**config.mk**
```make
export PLATFORM = sky130hd
export DESIGN_NAME = frame_capture_writer
export DESIGN_NICKNAME = d
export VERILOG_FILES = /design/src/rtl/frame_capture_writer.sv
export SDC_FILE = /design/constraint.sdc
export NUM_CORES = 1
export LEC_CHECK = 0
export CORE_UTILIZATION = 30
export CTS_BUF_LIST = sky130_fd_sc_hd__clkbuf_8
export CTS_CLUSTER_DIAMETER = 40
export DETAILED_ROUTE_END_ITERATION = 16
export SYNTH_ARGS = -nofsm -noshare
export SYNTH_HDL_FRONTEND = slang
export SYNTH_SLANG_ARGS = --single-unit
```
**constraint.sdc**
```tcl
create_clock -name clk -period 7.7 [get_ports clk]
set_input_delay 0.77 -clock clk [delete_from_list [all_inputs] [get_ports clk]]
set_output_delay 0.77 -clock clk [all_outputs]
set_load 0.02 [all_outputs]
```
**src/rtl/frame_capture_writer.sv**
```systemverilog
// frame_capture_writer: on a PC request flushes the FIFO, then writes one camera frame into it
module frame_capture_writer #(
  parameter int H_ACTIVE   = 640,
  parameter int V_ACTIVE   = 480,
  parameter int RST_CYCLES = 8
) (
  input  logic        clk,
  input  logic        reset_n,
  input  logic        cap_req,
  input  logic        cap_abort,
  input  logic        frame_valid,
  input  logic        line_valid,
  input  logic        pixel_valid,
  input  logic [7:0]  pixel,
  input  logic        fifo_full,
  output logic        fifo_wr_enable,
  output logic [31:0] fifo_data_in,
  output logic        fifo_write_reset,
  output logic        busy,
  output logic        done,
  output logic [31:0] status
);
  typedef enum logic [2:0] {
    IDLE      = 3'd0,
    FLUSH     = 3'd1,
    WAIT_IDLE = 3'd2,
    WAIT_SOF  = 3'd3,
    CAPTURE   = 3'd4,
    DONE      = 3'd5
  } state_t;
  localparam int FW = $clog2(RST_CYCLES + 1);
  localparam logic [FW-1:0] FLUSH_LAST = FW'(RST_CYCLES - 1);
  localparam logic [15:0] H_END = 16'(H_ACTIVE);
  localparam logic [15:0] V_END = 16'(V_ACTIVE);
  localparam logic [18:0] PW_MAX = '1;
  logic fv_r, lv_r, pv_r, req_r, fv_p, lv_p, req_p;
  logic [7:0] pix_r;
  state_t state_q, state_d;
  logic [FW-1:0] flush_q, flush_d;
  logic to_idle_q, to_idle_d;
  logic [15:0] col_q, col_d, line_q, line_d;
  logic [18:0] pw_q, pw_d;
  logic ovf_q, ovf_d, size_q, size_d;
  logic wr_q, wr_d, frst_q, frst_d, busy_q, busy_d, done_q, done_d;
  logic [31:0] data_q, data_d, status_q, status_d;
  logic accept, in_range, line_end, frame_end, req_rise;
  assign accept    = (state_q == CAPTURE || (state_q == WAIT_SOF && fv_r)) && lv_r && pv_r;
  assign in_range  = col_q < H_END && line_q < V_END;
  assign line_end  = state_q == CAPTURE && ((lv_p && !lv_r) || (fv_p && !fv_r));
  assign frame_end = state_q == CAPTURE && fv_p && !fv_r;
  assign req_rise  = req_r && !req_p;
  assign busy_d    = state_d inside {FLUSH, WAIT_IDLE, WAIT_SOF, CAPTURE};
  assign done_d    = state_d == DONE;
  assign status_d  = {pw_d, 6'b0, busy_d, size_d, ovf_d, done_d, state_d};
  assign fifo_wr_enable   = wr_q;
  assign fifo_data_in     = data_q;
  assign fifo_write_reset = frst_q;
  assign busy             = busy_q;
  assign done             = done_q;
  assign status           = status_q;
  // Input stage plus one-cycle-older copies for edge detection
  always_ff @(posedge clk or negedge reset_n)
    if (!reset_n) begin
      {fv_r, lv_r, pv_r, req_r, fv_p, lv_p, req_p} <= '0;
      pix_r <= '0;
    end else begin
      {fv_r, lv_r, pv_r, req_r} <= {frame_valid, line_valid, pixel_valid, cap_req};
      {fv_p, lv_p, req_p} <= {fv_r, lv_r, req_r};
      pix_r <= pixel;
    end
  // Next-state: flush sequencing, frame lock, pixel acceptance and sticky flags
  always_comb begin
    state_d   = state_q;
    flush_d   = flush_q;
    to_idle_d = to_idle_q;
    col_d     = col_q;
    line_d    = line_q;
    pw_d      = pw_q;
    ovf_d     = ovf_q;
    size_d    = size_q;
    wr_d      = 1'b0;
    data_d    = data_q;
    frst_d    = 1'b0;
    if (state_q == FLUSH) begin
      flush_d   = flush_q + FW'(1);
      frst_d    = flush_q != FLUSH_LAST;
      to_idle_d = to_idle_q | cap_abort;
      if (flush_q == FLUSH_LAST) state_d = (to_idle_q | cap_abort) ? IDLE : WAIT_IDLE;
    end else if (cap_abort) begin
      state_d = IDLE;
    end else if ((state_q == IDLE || state_q == DONE) && req_rise) begin
      state_d   = FLUSH;
      flush_d   = '0;
      to_idle_d = 1'b0;
      frst_d    = 1'b1;
      col_d     = '0;
      line_d    = '0;
      pw_d      = '0;
      ovf_d     = 1'b0;
      size_d    = 1'b0;
    end else begin
      if (state_q == WAIT_IDLE && !fv_r) state_d = WAIT_SOF;
      if (state_q == WAIT_SOF && fv_r) state_d = CAPTURE;
      if (accept) begin
        col_d = col_q + {15'b0, ~&col_q};
        if (!in_range) size_d = 1'b1;
        else if (fifo_full) ovf_d = 1'b1;
        else begin
          wr_d   = 1'b1;
          data_d = {22'b0, pix_r, 2'b00};
          pw_d   = pw_q + {18'b0, pw_q != PW_MAX};
        end
      end
      if (line_end && col_d != '0) begin
        line_d = line_q + {15'b0, ~&line_q};
        col_d  = '0;
        if (col_q != H_END) size_d = 1'b1;
      end
      if (frame_end) begin
        state_d = DONE;
        if (line_d != V_END) size_d = 1'b1;
      end
    end
  end
  // State and registered outputs; reset enters a FLUSH that falls back to IDLE
  always_ff @(posedge clk or negedge reset_n)
    if (!reset_n) begin
      state_q   <= FLUSH;
      flush_q   <= '0;
      to_idle_q <= 1'b1;
      frst_q    <= 1'b1;
      col_q     <= '0;
      line_q    <= '0;
      pw_q      <= '0;
      ovf_q     <= 1'b0;
      size_q    <= 1'b0;
      wr_q      <= 1'b0;
      data_q    <= '0;
      busy_q    <= 1'b0;
      done_q    <= 1'b0;
      status_q  <= '0;
    end else begin
      state_q   <= state_d;
      flush_q   <= flush_d;
      to_idle_q <= to_idle_d;
      frst_q    <= frst_d;
      col_q     <= col_d;
      line_q    <= line_d;
      pw_q      <= pw_d;
      ovf_q     <= ovf_d;
      size_q    <= size_d;
      wr_q      <= wr_d;
      data_q    <= data_d;
      busy_q    <= busy_d;
      done_q    <= done_d;
      status_q  <= status_d;
    end
endmodule

```
# After elaboration in Yosys (flattened, before gate mapping)
# Cells that the tools add are included.
[totals]
register_bits = 114
inputBits = 16
output_inout_bits = 68
word_cells = 134
[classes]
n_addsub = 4
order_cmp = 2
eq_ne = 16
mux = 55
n_bitwise = 5
n_reduce_logical = 30
[ops]
columns = ["cell", "count"]
rows = [
  ["2-to-1 mux 16 bit", 11],
  ["2-to-1 mux 19 bit", 6],
  ["adder 16 x 1 -> 16 bit", 2],
  ["AND reduction 16 bit", 2],
  ["2-to-1 mux 1 bit", 27],
  ["2-to-1 mux 3 bit", 7],
  ["adder 19 x 1 -> 19 bit", 1],
  ["inequality test 19 bit, second input constant", 1],
  ["< comparator 16 x 10 -> 1 bit, second input constant", 1],
  ["< comparator 16 x 9 -> 1 bit, second input constant", 1],
  ["inequality test 16 x 10 -> 1 bit, second input constant", 1],
  ["inequality test 16 x 9 -> 1 bit, second input constant", 1],
  ["nonzero test 16 bit", 1],
  ["logical AND 1 bit", 13],
  ["equality test 3 x 2 -> 1 bit, second input constant", 4],
  ["equality test 3 bit, second input constant", 4],
  ["2-to-1 mux 4 bit", 3],
  ["equality test 3 x 1 -> 1 bit, second input constant", 2],
  ["AND reduction 6 bit", 1],
  ["zero test 1 bit", 5],
  ["adder 4 x 1 -> 4 bit, second input constant", 1],
  ["equality test 4 x 3 -> 1 bit, second input constant", 1],
  ["inequality test 4 x 3 -> 1 bit, second input constant", 1],
  ["NOT 1 bit", 4],
  ["8 further kinds", 11],
]

# Longest topological paths before layout
[depth]
word_depth = 21
ltp_mapped = 18
mapped_depth_nobuf = 15

# Worst setup path before layout
# No wires, ideal clock.
[synth_path]
path_kind = "register to register"
from = "register col_q[11]"
to = "register status_q[5] (netlist: status[5])"
setup_time_ps = 124
arrival_time_ps = 3619
required_time_ps = 7576
path_slack_ps = 3957
stages_incl_launch_ff = 16
n_path_buf = 1
synth_period_minus_slack_ps = 3743
cell_sequence = "dfrtp_1 -> clkbuf_1 -> and3_1 -> nand2_1 -> nor2_1 -> nand4_1 -> ha_1 -> nand3_1 -> a211o_1 -> o31a_1 -> or4_4 -> nor4_4 -> nor3b_1 -> mux2_1 -> nand4b_1 -> o31a_1"
[synth_between]
elab_chain_len = 19
elab_cells_between_ends = 26
classes_between = "1 x add/sub; 1 x order compare; 2 x eq/ne; 17 x mux; 5 x reduce/logical"
[synth_rtl]
columns = ["element", "line_no", "text"]
rows = [
  ["start, declared", "41", "logic [15:0] col_q, col_d, line_q, line_d;"],
  ["start signal, assigned", "147", "col_q <= col_d;"],
  ["AND reduction 16 bit", "105", "col_d = col_q + {15'b0, ~&col_q};"],
  ["zero test 1 bit", "105", ""],
  ["adder 16 x 1 -> 16 bit", "105", ""],
  ["2-to-1 mux 16 bit", "104", "if (accept) begin"],
  ["2-to-1 mux 16 bit", "91", "end else if ((state_q == IDLE || state_q == DONE) && req_rise) begin"],
  ["2-to-1 mux 16 bit", "89", "end else if (cap_abort) begin"],
  ["2-to-1 mux 16 bit", "84", "if (state_q == FLUSH) begin"],
  ["nonzero test 16 bit", "114", "if (line_end && col_d != '0) begin"],
  ["(+3 left out)", "-", ""],
  ["2-to-1 mux 16 bit", "89", ""],
  ["2-to-1 mux 16 bit", "84", ""],
  ["inequality test 16 x 9 -> 1 bit", "121", "if (line_d != V_END) size_d = 1'b1;"],
  ["2-to-1 mux 1 bit", "121", ""],
  ["2-to-1 mux 1 bit (*)", "119", "if (frame_end) begin"],
  ["2-to-1 mux 1 bit (*)", "91", ""],
  ["2-to-1 mux 1 bit (*)", "89", ""],
  ["2-to-1 mux 1 bit (*)", "84", ""],
  ["end signal, assigned", "156", "status_q <= status_d;"],
  ["end, declared", "45", "logic [31:0] data_q, data_d, status_q, status_d;"],
]
# Every way passes the cells marked *; elsewhere a longest branch is shown, timed or not. The select of a mux whose other input is x is not followed.
# A chain may end at the register's enable or synchronous reset.

# Worst setup path after layout
[layout_path]
from = "register col_q[11]"
to = "register line_q[4]"
[layout_between]
elab_chain_len = 14
[layout_rtl]
columns = ["element", "line_no", "text"]
rows = [
  ["AND reduction 16 bit", "105", ""],
  ["zero test 1 bit", "105", ""],
  ["adder 16 x 1 -> 16 bit", "105", ""],
  ["2-to-1 mux 16 bit (*)", "104", ""],
  ["2-to-1 mux 16 bit (*)", "91", ""],
  ["2-to-1 mux 16 bit (*)", "89", ""],
  ["2-to-1 mux 16 bit (*)", "84", ""],
  ["nonzero test 16 bit (*)", "114", ""],
  ["logical AND 1 bit (*)", "114", ""],
  ["2-to-1 mux 16 bit (*)", "114", ""],
  ["2-to-1 mux 16 bit (*)", "91", ""],
  ["2-to-1 mux 16 bit (*)", "89", ""],
  ["2-to-1 mux 16 bit (*)", "84", ""],
  ["2-to-1 mux 16 bit (*)", "91", ""],
  ["end signal, assigned", "148", "line_q <= line_d;"],
  ["end, declared", "41", ""],
]
# Marks and branches as above.

==> flow_metrics.tcl <==
set metrics [dict create \
    ys_ff_latch 89 \
    syn_inst 550 \
    cts_made_buffers 9 \
    cts-root-buf "clkbuf_8" \
    netlist_area_mm2 0.00509 \
    cp_data_arrival_time_ps 4700 \
    seq_power_share 0.497 \
    max_slew_margin 0.202 \
    p_clk_frac 0.285 \
    routed-wl-met2_mm 5.73 \
    max_stage_delay_ps 920 \
    synthDistinctLibCells 64 \
    crit_buf_inv 0 \
    dp_hpwl_mm 8.61 \
    ys_warn_count 0 \
    nNetsFinal 601 \
    combPwrFrac 0.218 \
    viasPerCell 5.28 \
    ctsResizeCount 0 \
    cp_max_fo 22 \
    clkSlewWorstSetupHoldPaths_ps 100 \
    synth.top_cell.area_share 0.423 \
    power_mw 1.13 \
    vias 4239 \
    ys_top_cells_by_area "dfrtp_1 (42%), o21ai_0 (5.5%), buf_4 (5.5%), nand2_1 (3.9%), nor2_1 (3.1%)" \
    hold_viol 0 \
    crit_type "reg -> reg" \
    critPathTopFamily "simple AND/OR/NAND/NOR gates" \
    top_layer_used "met4" \
    grt_usage 0.147 \
    routedWlPerCell_um 15.4 \
    finalCritPeriodShare 0.577 \
    synth_top_area_cell "dfrtp_1" \
    worst_slew_pin_slew_ps 1190 \
    grt_max_degree 49 \
    grt_first_pass_wirelength_mm 20.9 \
    status "complete, no violations" \
    ys.flop_type "dfrtp_1" \
    cts_hold_buf 0 \
    crit_chain "and3_1 > nand2_1 > nor2_1 > nand4_1 > ha_1 > ha_1 > nand3_1 > a2111oi_0 > nor3_1 > o22ai_1 > nor4_4 > nor2_2 > and4_1 > o21ai_0 > a22o_1" \
    start_kind "flop" \
    wirelength_mm 12.4 \
    drv_cap 0 \
    pwr_density_cell_mw_per_mm2 195 \
    switching_power_uw 403 \
    postSynthAreaPerCell_um2 9.26 \
    swShare 0.356 \
    min_path_type "in -> async" \
    die_x_um 132 \
    clock_path_buffers 2 \
    core_area_mm2 0.0166 \
    leakage_nw 2.38 \
    critPathSlowestCell "a2111oi_0" \
    grt_pass1_vias 4111 \
    cts_setup_buffers 0 \
    peakVddDrop_mv 0.118 \
    remaining_drc_errors 0 \
    cts_tree "done" \
    rsz0062_at_grt "no" \
    clk_latency_ps 380 \
    end_kind "flop" \
    min_period_ps 4440 \
    synth-edff-count 0 \
    drtAntennaViolNets 0 \
    cts_sinks 89 \
    drive_gt1_frac 0.0703 \
    path_common_cell "ha_1" \
    ios 84 \
    fmax_mhz 225 \
    wl_met3_um 756 \
    slew_violations 0 \
    gp_congestion 0.877 \
    tns_ps 0 \
    io_buffers 53 \
    p_int_uw 727 \
    worst_ep_required_time_ps 7960 \
    ys_seq_area_frac 0.438 \
    antennaDiodeCount 0 \
    area_growth_syn_to_layout_pct 13.9 \
    placementRows 47 \
    die_h_um 132 \
    drt-pass1-iter-count 5 \
    grt_overflow 0 \
    setup_viol 0 \
    ys_async_sr_fraction 1.00 \
    wl_met1_mm 5.70 \
    drtIter0Drc 233 \
    start_util 0.307 \
    finClkSkew_ps 16.8 \
    antenna_found_initial 0 \
    htreeDepth 3 \
    dieArea_mm2 0.0175 \
]
[worst paths after layout]
check,from,endpoint,slack [ps],cells after the start
max in group asynchronous,reset_n,col_q[11],6270,2
hold reg to reg,req_r,req_p,410,0
min in group clk,req_r,req_p,410,0
setup reg to reg,col_q[11],line_q[4],3260,15
setup / recovery,col_q[11],line_q[4],3260,15
hold / removal,reset_n,status[31],360,1
[state kept, by name, indices dropped and copies added, names as in the netlist]
register          cells
pw_q                 18
col_q                16
line_q               16
fifo_data_in          8
pix_r                 8
status                7
flush_q               4
state_q               2
fifo_wr_enable        1
fifo_write_reset      1
fv_p                  1
fv_r                  1
lv_p                  1
lv_r                  1
pv_r                  1
req_p                 1
req_r                 1
to_idle_q             1
[synth_stat cells, types with 12 or more instances]
master    instances
xor2_1           14
buf_4            37
nor2_1           42
o21ai_0          56
nand3_1          20
a21oi_1          17
dfrtp_1          86
and3_1           15
nor3_1           12
nand2_1          53
clkbuf_1         24
nand4_1          18
[logic make-up after synthesis]
logic type | synth area share
and+or+nand+nor | 0.231
muxes | 0.0317
DFF | 0.438
buffers and inverters | 0.0877
other | 0.000736
xor gates and xnor gates | 0.0275
AOI/OAI and AO/OA | 0.166
adders and majority gates | 0.0172
[routing by layer]
| layer | up-vias | GRT usage |
|---|---|---|
| met5 | - | 0 |
| met4 | 0 | 0.0479 |
| met3 | 16 | 0.0323 |
| met2 | 150 | 0.236 |
| met1 | 2074 | 0.197 |
| li1 | 1999 | - |
[cell usage in the layout, fill, tap and decap left out, types with 6 or more instances in the layout]
| master | count |
|---|---|
| nor3_1 | 12 |
| ha_1 | 7 |
| clkbuf_8 | 9 |
| mux2_2 | 8 |
| nor4b_1 | 6 |
| nand4_1 | 18 |
| nand2_1 | 53 |
| clkdlybuf4s50_1 | 52 |
| and3_1 | 15 |
| nor2_1 | 42 |
| nor4_1 | 10 |
| conb_1 | 30 |
| xor2_1 | 14 |
| nor3b_1 | 7 |
| nand3_1 | 20 |
| o21ai_0 | 56 |
| dfrtp_1 | 86 |
| mux2i_1 | 6 |
| o31ai_1 | 11 |
| a31oi_1 | 6 |
| a21oi_1 | 17 |
[final cells by class]
cell class / instances / area, µm²
clock buffers: 9 / 124
inverters: 5 / 18.8
multi-input cells: 417 / 2530
repair buffers: 56 / 551
fillers: 1726 / 10800
clock inverters: 7 / 72.6
well taps: 220 / 275
flip-flops and latches: 89 / 2230
[per-stage QoR]
stage / std cells / setup WS (ps) / hold WS [ps] / utilization / instance area, µm²
after floorplan: 579 / 3960 / 346 / - / 5200
after global placement: 787 / 3000 / 365 / 0.338 / 5610
after detailed placement: 787 / 2960 / 390 / 0.338 / 5610
after CTS: 803 / 3330 / 378 / 0.350 / 5800
after global routing: 803 / 2810 / 389 / 0.350 / 5800
final: 803 / 3260 / 361 / 0.350 / 5800
[worst reg2reg max path: stages, from the launching register on]
cell	delay [ps]
dfrtp_1	480
and3_1	250
nand2_1	120
nor2_1	60
nand4_1	100
ha_1	180
ha_1	210
nand3_1	110
a2111oi_0	920
nor3_1	90
o22ai_1	300
nor4_4	130
nor2_2	730
and4_1	310
o21ai_0	80
a22o_1	280
[power by group through the flow]
stage               clock network (mW)  logic [mW]  registers (mW)
CTS                              0.333       0.249           0.561
finish                           0.322       0.246           0.562
global route                     0.352       0.276           0.571
global placement                     0       0.243           0.568
detailed placement                   0       0.247           0.570
floorplan                            0       0.183           0.561
Note: power is estimated with default switching activity, not from simulation.
